`src/rtl/adpll_phase_step_sequencer.sv`:
```
// ADPLL phase-step sequencer: selects a reference phase, measures time-to-lock
// and peak |error| per step, in single-step or automatic-sweep mode.
module adpll_phase_step_sequencer #(
  parameter int ERR_W       = 8,
  parameter int N_PHASES    = 4,
  parameter int SEL_W       = 2,
  parameter int LOCK_THRESH = 2,
  parameter int LOCK_CYCLES = 16,
  parameter int CNT_W       = 12,
  parameter int TIMEOUT     = 4095
) (
  input  logic               fpga_clk_i,
  input  logic               reset_i,
  input  logic               start_i,
  input  logic               abort_i,
  input  logic               mode_i,
  input  logic [SEL_W-1:0]   manual_sel_i,
  input  logic [ERR_W-1:0]   error_i,
  input  logic               error_valid_i,
  output logic [SEL_W-1:0]   ref_sel_o,
  output logic               busy_o,
  output logic               locked_o,
  output logic               done_o,
  output logic               timeout_o,
  output logic [SEL_W-1:0]   step_idx_o,
  output logic [CNT_W-1:0]   lock_time_o,
  output logic [ERR_W-2:0]   peak_err_o
);
  localparam int RUN_W = $clog2(LOCK_CYCLES + 1);
  localparam logic [SEL_W-1:0] LAST_SEL = SEL_W'(N_PHASES - 1);
  localparam logic [RUN_W-1:0] LOCK_RUN = RUN_W'(LOCK_CYCLES);
  localparam logic [CNT_W-1:0] TO_CNT   = CNT_W'(TIMEOUT);
  localparam logic [ERR_W-2:0] MAG_MAX  = '1;
  localparam logic [ERR_W-2:0] THRESH   = (ERR_W-1)'(LOCK_THRESH);

  typedef enum logic [1:0] {IDLE = 2'd0, ACQUIRE = 2'd1, REPORT = 2'd2} state_t;

  state_t             state, state_nxt;
  logic [RUN_W-1:0]   run_cnt, run_nxt;
  logic [CNT_W-1:0]   smp_cnt, smp_nxt;
  logic [ERR_W-2:0]   peak, mag;
  logic               auto_mode, to_pend;
  logic               in_band, lock_hit, to_hit, start_go, advance, enter_acq;

  // Most negative input has no positive twin in ERR_W bits, so it saturates.
  function automatic logic [ERR_W-2:0] abs_sat(input logic [ERR_W-1:0] e);
    logic [ERR_W-1:0] neg;
    neg = -e;
    if (!e[ERR_W-1]) begin
      return e[ERR_W-2:0];
    end else if (neg[ERR_W-1]) begin
      return MAG_MAX;
    end else begin
      return neg[ERR_W-2:0];
    end
  endfunction

  always_comb begin
    mag       = abs_sat(error_i);
    in_band   = (mag <= THRESH);
    run_nxt   = '0;
    if (in_band) begin
      run_nxt = (run_cnt == LOCK_RUN) ? LOCK_RUN : run_cnt + RUN_W'(1);
    end else begin
      run_nxt = '0;
    end
    smp_nxt   = smp_cnt + CNT_W'(1);
    lock_hit  = error_valid_i && (run_nxt == LOCK_RUN);
    to_hit    = error_valid_i && (smp_nxt == TO_CNT);
    start_go  = start_i && !abort_i;
    advance   = auto_mode && (ref_sel_o < LAST_SEL);
    enter_acq = ((state == IDLE) && start_go) ||
                ((state == REPORT) && !abort_i && advance);
  end

  always_ff @(posedge fpga_clk_i) begin
    if (reset_i) begin
      state <= IDLE;
    end else begin
      state <= state_nxt;
    end
  end

  always_comb begin
    state_nxt = state;
    case (state)
      IDLE:    state_nxt = start_go ? ACQUIRE : IDLE;
      ACQUIRE: begin
        if (abort_i) begin
          state_nxt = IDLE;
        end else if (lock_hit || to_hit) begin
          state_nxt = REPORT;
        end else begin
          state_nxt = ACQUIRE;
        end
      end
      REPORT: begin
        if (abort_i) begin
          state_nxt = IDLE;
        end else if (advance) begin
          state_nxt = ACQUIRE;
        end else begin
          state_nxt = IDLE;
        end
      end
      default: state_nxt = IDLE;
    endcase
  end

  // An abort during REPORT suppresses the pulse, so done_o looks at abort_i.
  always_comb begin
    busy_o = (state != IDLE);
    done_o = (state == REPORT) && !abort_i;
  end

  always_ff @(posedge fpga_clk_i) begin
    if (reset_i) begin
      run_cnt     <= '0;
      locked_o    <= 1'b0;
      ref_sel_o   <= '0;
      auto_mode   <= 1'b0;
      smp_cnt     <= '0;
      peak        <= '0;
      to_pend     <= 1'b0;
      step_idx_o  <= '0;
      lock_time_o <= '0;
      peak_err_o  <= '0;
      timeout_o   <= 1'b0;
    end else begin
      if (enter_acq) begin
        run_cnt  <= '0;
        locked_o <= 1'b0;
        smp_cnt  <= '0;
        peak     <= '0;
      end else begin
        if (error_valid_i) begin
          run_cnt  <= run_nxt;
          locked_o <= (run_nxt == LOCK_RUN);
        end
        if ((state == ACQUIRE) && error_valid_i) begin
          smp_cnt <= smp_nxt;
          if (mag > peak) begin
            peak <= mag;
          end
          to_pend <= !lock_hit;
        end
      end
      if ((state == IDLE) && start_go) begin
        auto_mode <= mode_i;
        ref_sel_o <= mode_i ? '0 : ((manual_sel_i > LAST_SEL) ? LAST_SEL : manual_sel_i);
      end else if ((state == REPORT) && !abort_i && advance) begin
        ref_sel_o <= ref_sel_o + SEL_W'(1);
      end
      // The sample counter already holds the lock time (or TIMEOUT) on REPORT.
      if ((state == REPORT) && !abort_i) begin
        step_idx_o  <= ref_sel_o;
        lock_time_o <= smp_cnt;
        peak_err_o  <= peak;
        timeout_o   <= to_pend;
      end
    end
  end
endmodule

```
`config.mk`:
```
export PLATFORM = sky130hd
export DESIGN_NAME = adpll_phase_step_sequencer
export DESIGN_NICKNAME = d
export VERILOG_FILES = /design/src/rtl/adpll_phase_step_sequencer.sv
export SDC_FILE = /design/constraint.sdc
export NUM_CORES = 1
export LEC_CHECK = 0
export CAP_MARGIN = 20
export CORE_UTILIZATION = 54
export CTS_CLUSTER_DIAMETER = 80
export DETAILED_ROUTE_END_ITERATION = 8
export PLACE_DENSITY = 0.8
export SLEW_MARGIN = 0
export SYNTH_ARGS = -nofsm -noshare
export SYNTH_HDL_FRONTEND = slang
export SYNTH_SLANG_ARGS = --single-unit
```
`constraint.sdc`:
```
create_clock -name fpga_clk_i -period 3.2 [get_ports fpga_clk_i]
set_clock_uncertainty 0.1 [all_clocks]
set_input_delay 0.32 -clock fpga_clk_i [delete_from_list [all_inputs] [get_ports fpga_clk_i]]
set_output_delay 0.32 -clock fpga_clk_i [all_outputs]
set_load 0.05 [all_outputs]
```
==> results of run 1 <==
routing by layer:
| metal | share of wire [%] | global-route usage (%) | wire (µm) | vias to the layer above |
|---|---|---|---|---|
| met3 | 2.8 | 3.841 | 172 | 9 |
| met4 | 1.2 | 6.624 | 74 | 0 |
| met1 | 46 | 28.00 | 2809 | 1158 |
| met2 | 50 | 43.22 | 2999 | 48 |
| met5 | 0 | 0 | 0 | - |
| li1 | - | - | - | 1291 |
placed cells by master (no fill, tap or decap), drive strengths merged, types with 11 or more instances in the layout:
cell type      instances
nor2                  32
a21oi                 32
buf                   16
nor3                  11
nand2                 64
ha                    12
dfxtp                 53
clkdlybuf4s50         41
inv                   16
nand3                 16
critical path, delay by kind of cell:
kind | cells | cell delay [ps]
compound gates | 6 | 1010
fa+ha+maj | 1 | 250
buf+inv | 2 | 600
simple gates | 3 | 890
synth_stat cells (all sizes together), types with 2 or more instances:
master  count
nand2      64
o211ai      2
nand4       4
or2         3
xnor2       9
nand3b      2
inv        15
nand3      16
a31o        2
o21ai       8
nor2       32
o221a       2
nand2b      6
mux2i       4
or4         2
nor2b       5
a21oi      32
a31oi       5
clkbuf     11
ha         12
buf         7
o31ai       2
xor2        8
dfxtp      53
nor4b       2
a211oi      4
and3        5
nor3b       2
a311oi      2
nor3       11
o21a        4
through the flow:
step                setup TNS, ps  power [µW]  worst slack [ps]  hold WS, ps  cells
floorplan                       0       775.8             565.6        331.9    348
global placement                0       831.8             81.98        345.2    454
detailed placement         -40.61       836.5            -17.17        347.0    454
CTS                             0        1211             307.3        356.8    462
global route                    0        1251             49.55        376.4    462
finish                          0        1205             263.0        356.9    462
path summary, 6_finish.rpt:
kind               endpoint  slack, ps
min reg2reg  lock_time_o[7]        360
max reg2reg      run_cnt[0]        970
min          lock_time_o[7]        360
max                 peak[3]        260
flip-flops by register name, summed over array words and instances (netlist names):
name / count
auto_mode: 1
peak_err_o: 7
lock_time_o: 12
state: 2
run_cnt: 5
locked_o: 1
peak: 7
step_idx_o: 2
ref_sel_o: 2
timeout_o: 1
smp_cnt: 12
to_pend: 1
final cells by class:
class / count / share of cell area, %
multi-input combinational: 262 / 46.09
sequential: 53 / 30.97
timing repair buffer: 57 / 16.22
tap: 67 / 2.447
clock buffer: 5 / 2.009
inverter: 15 / 1.644
clock inverter: 3 / 0.6209
logic make-up (layout without fill, tap and decap cells):
| logic type | Yosys count | after routing | share of synthesized area [%] |
|---|---|---|---|
| AOI/OAI and AO/OA | 69 | 69 | 16.87 |
| and+or+nand+nor | 160 | 160 | 27.83 |
| muxes | 4 | 4 | 1.443 |
| buffers and inverters | 33 | 80 | 4.826 |
| DFF | 53 | 53 | 38.25 |
| xor gates and xnor gates | 17 | 17 | 5.368 |
| adders and majority gates | 12 | 12 | 5.413 |
power breakdown:
group	internal, µW	total [µW]	switching (µW)
Combinational	66.5	151	84.0
Clock	156	383	227
Sequential	665	672	6.35
Total	888	1210	318
==> flow_metrics.tcl, run 1 <==
set metrics [dict create \
    required_ps 3330 \
    vdd_drop_max_uv 275.1 \
    setup_viol 0 \
    max_freq_mhz 340.5 \
    grt_pass1_wl_mm 9.949 \
    nNetsFinal 422 \
    fill_cells 404 \
    multiInputGateArea_um2 1579 \
    path_cells "clkdlybuf4s50_1 -> or4_1 -> nor2_1 -> o221a_2 -> ha_1 -> a21oi_1 -> o21a_1 -> a211oi_2 -> o211ai_2 -> buf_12 -> nand3_1 -> o31ai_2" \
    crit_slowest_cell "or4_1" \
    grt.overflow.total 0 \
    finalHoldViolCount 0 \
    syn_area_um2 2774 \
    hp-start "lock_time_o[7]" \
    synth_cells 348 \
    track_usage_pct 23.52 \
    final_antenna_net_count 0 \
    die_area_um2 5427 \
    row_count 25 \
    post_cts_resized 0 \
    drt-wirelength-per-cell_um 13.11 \
    cts_made_buffers 5 \
    wirelength_mm 6.055 \
    htree_levels 2 \
    path_max_fanout 13 \
    fin_crit_sh_pct 91.78 \
    syn-num-nets 376 \
    synth.distinct_cells 51 \
    grt_max_degree 23 \
    async_reset_ff_share_pct 0 \
    syn-mean-instance-area_um2 7.971 \
    p_leak_uw 0.001213 \
    final_layout_size_suffix_gt1_share_pct 11.14 \
    stdcell_area_um2 3426 \
    vias_per_cell 5.424 \
    tightest_slew_ps 878.4 \
    pwr_density_cell_nw_per_um2 351.9 \
    cts_hold_buf 0 \
    via_count 2506 \
    slew_viol_final 0 \
    critical_path_class "primary input to flip-flop" \
    postPlaceCellArea_um2 3336 \
    routabilityCongestion 0.8945 \
    clock-sinks 53 \
    post_cts_buffers 0 \
    ff_latch_area_um2 1061 \
    synth_top_area_share_pct 38.25 \
    clk_latency_ps 310 \
    die_height_um 73.67 \
    ctsLongestPathBuffers 2 \
    path_clk_slew_ps 100 \
    coreArea_um2 4817 \
    root_buffer "clkbuf_8" \
    reg2reg_depth 7 \
    first_pass_iters 4 \
    grt_pass1_vias 2285 \
    yosys_warnings 0 \
    io_buffer_count 42 \
    start_util_pct 57.58 \
    io_pins 43 \
    dpl.hpwl_mm 4.516 \
    synth_seq_area_share_pct 38.25 \
    final.min_clock_period_ps 2937 \
    chipWidth_um 73.67 \
    antenna_found_initial 0 \
    worst_setup_path_start_kind "primary input" \
    tritoncts "built" \
    hold_class "flip-flop to flip-flop" \
    synth_edf_count 0 \
    area_delta_synth_final_pct 23.50 \
    critPathMaxStageDelay_ps 550 \
    drv_cap 0 \
    drc 0 \
    rsz0062_at_grt "no" \
    diodes 0 \
    relSlewSlack_pct 41.22 \
    hold_depth 2 \
    cp-end-kind "flip-flop" \
    critPathArrivalTime_ps 3070 \
    drt_first_iter_violations 145 \
    synth_seq_cells 53 \
    yosys-top-cells-area "dfxtp_1 38%, nand2_1 8.7%, a21oi_1 5.8%" \
    status "finished, final reports clean" \
    worstSetupStartpoint "error_i[1]" \
    yosysTopAreaCell "dfxtp_1" \
    yosys_most_used_dff "dfxtp_1" \
    timing.rr.start "ref_sel_o[0]" \
    final_core_util_pct 71.12 \
]
(Power assumes the default switching activity.)
==> inputs of run 2 (changes only) <==
--- a/config.mk
+++ b/config.mk
@@ -6,10 +6,10 @@
 export NUM_CORES = 1
 export LEC_CHECK = 0
 export CAP_MARGIN = 20
-export CORE_UTILIZATION = 54
+export CORE_UTILIZATION = 36
 export CTS_CLUSTER_DIAMETER = 80
 export DETAILED_ROUTE_END_ITERATION = 8
-export PLACE_DENSITY = 0.8
+export PLACE_DENSITY = 0.57
 export SLEW_MARGIN = 0
 export SYNTH_ARGS = -nofsm -noshare
 export SYNTH_HDL_FRONTEND = slang
==> run 2 against run 1 <==
  * Die area grew 49%
  * Sequential cell count is the same
  * Critical path type unchanged
  * Non-clock buffer count grew 3
  * Hold slack gained 3.4 ps
  * Critical path depth grew 1
  * Largest cell class unchanged
  * Wire length grew 2.0%
  * Critical endpoint is now peak[4]
  * Maximum frequency shrank 0.32%
==> flow_metrics.tcl, run 2 (same netlist as run 1, synthesis figures left out) <==
set metrics [dict create \
    status "finished, final reports clean" \
    row_count 31 \
    required_ps 3330 \
    diodes 0 \
    setup_viol 0 \
    final_cell_mix "64 x nand2_1, 53 x dfxtp_1, 41 x clkdlybuf4s50_1" \
    root_buffer "clkbuf_8" \
    coreArea_um2 7370 \
    grt.overflow.total 0 \
    grt_pass1_vias 2336 \
    path_clk_slew_ps 100 \
    r2r_setup_slack_ps 1090 \
    worstSetupStartpoint "error_i[1]" \
    rsz0062_at_grt "no" \
    final.min_clock_period_ps 2947 \
    max_freq_mhz 339.4 \
    tightest_slew_ps 884.9 \
    vdd_drop_max_uv 171.4 \
    cts_made_buffers 5 \
    clk_latency_ps 310 \
    critPathArrivalTime_ps 3070 \
    cp-end-kind "flip-flop" \
    cts_hold_buf 0 \
    clock-sinks 53 \
    worst_setup_path_start_kind "primary input" \
    io_buffer_count 42 \
    final_layout_size_suffix_gt1_share_pct 11.81 \
    ctsLongestPathBuffers 2 \
    dpl.hpwl_mm 4.617 \
    drt-wirelength-per-cell_um 12.43 \
    grt_max_degree 27 \
    drt_first_iter_violations 93 \
    p_leak_uw 0.001233 \
    via_count 2476 \
    hp-start "lock_time_o[8]" \
    vias_per_cell 4.982 \
    finalHoldViolCount 0 \
    die_area_um2 8060 \
    wirelength_mm 6.177 \
    timing.rr.start "ref_sel_o[0]" \
    reg2reg_to "peak[1]" \
    reg2reg_depth 8 \
    setup_ws_ps 253.5 \
    place_ws_ps -99.90 \
    die_height_um 89.78 \
    final_antenna_net_count 0 \
    grt_pass1_wl_mm 10.83 \
    nNetsFinal 425 \
    drv_cap 0 \
    track_usage_pct 16.27 \
    fill_cells 758 \
    pwr_density_cell_nw_per_um2 364.1 \
    reg_top3 "lock_time_o x12, smp_cnt x12" \
    final_common_cell "nand2_1" \
    hold_class "flip-flop to flip-flop" \
    chipWidth_um 89.78 \
    routabilityCongestion 0.8149 \
    io_pins 43 \
    htree_levels 2 \
    fin_crit_sh_pct 92.08 \
    drc 0 \
    power_uw 1275 \
    slew_viol_final 0 \
    first_pass_iters 4 \
    start_util_pct 37.64 \
    area_delta_synth_final_pct 26.25 \
    relSlewSlack_pct 40.79 \
    tritoncts "built" \
    critical_path_class "primary input to flip-flop" \
    antenna_found_initial 0 \
    endpoint "peak[4]" \
    path_max_fanout 7 \
]
==> run 2: metrics by stage <==
step / hold WS, ps / cell area (µm²) / util [%] / instances / TNS [ps]
final: 360.3 / 3502 / 47.52 / 497 / 0
after global routing: 379.2 / 3502 / 47.52 / 497 / 0
after CTS: 362.9 / 3497 / 47.45 / 497 / 0
after detailed placement: 348.5 / 3386 / 45.94 / 489 / -339.2
after global placement: 344.1 / 3386 / 45.94 / 489 / -76.21
after floorplan: 331.9 / 2774 / - / 348 / 0
==> run 2: timing repair <==
action                                  4_1_cts  5_1_grt
endpoints found under the setup margin        0        7
setup buffers                                 0        0
gates resized for setup                       0        1
==> run 2: power breakdown <==
part / internal (µW) / switching [µW] / total, µW
Combinational: 66.4 / 83.1 / 149
Sequential: 665 / 6.36 / 672
Clock: 235 / 219 / 454
Total: 967 / 308 / 1280
==> run 2: worst max-delay path: stages <==
cell             delay, ps
clkdlybuf4s50_1        550
inv_1                   70
ha_1                   200
nor3b_2                170
and4bb_2               220
a311oi_2               270
ha_1                   300
nand3_1                150
nor3_1                  70
mux2i_1                180
o211ai_2               150
buf_4                  180
a211oi_1               220
==> run 2: worst min-delay path by stage <==
stage,endpoint,depth (start not counted)
2_1_floorplan,peak_err_o[4],2
3_3_place_gp,lock_time_o[8],2
3_5_place_dp,lock_time_o[8],2
4_1_cts,lock_time_o[8],2
5_1_grt,step_idx_o[0],2
6_report,lock_time_o[8],2
==> run 2: final cells by class <==
type	instances	area (µm²)	share of cell area (%)
timing repair buffer	60	565.5	16.15
clock inverter	2	38.79	1.108
sequential	53	1061	30.30
tap	99	123.9	3.537
clock buffer	6	72.57	2.072
multi-input combinational	262	1584	45.23
inverter	15	56.30	1.608
==> run 2: metal layers <==
metal	share of wire (%)	global-route usage (%)
met5	0	0
met4	1.3	5.328
met3	1.9	2.792
met2	48	27.88
met1	49	20.64
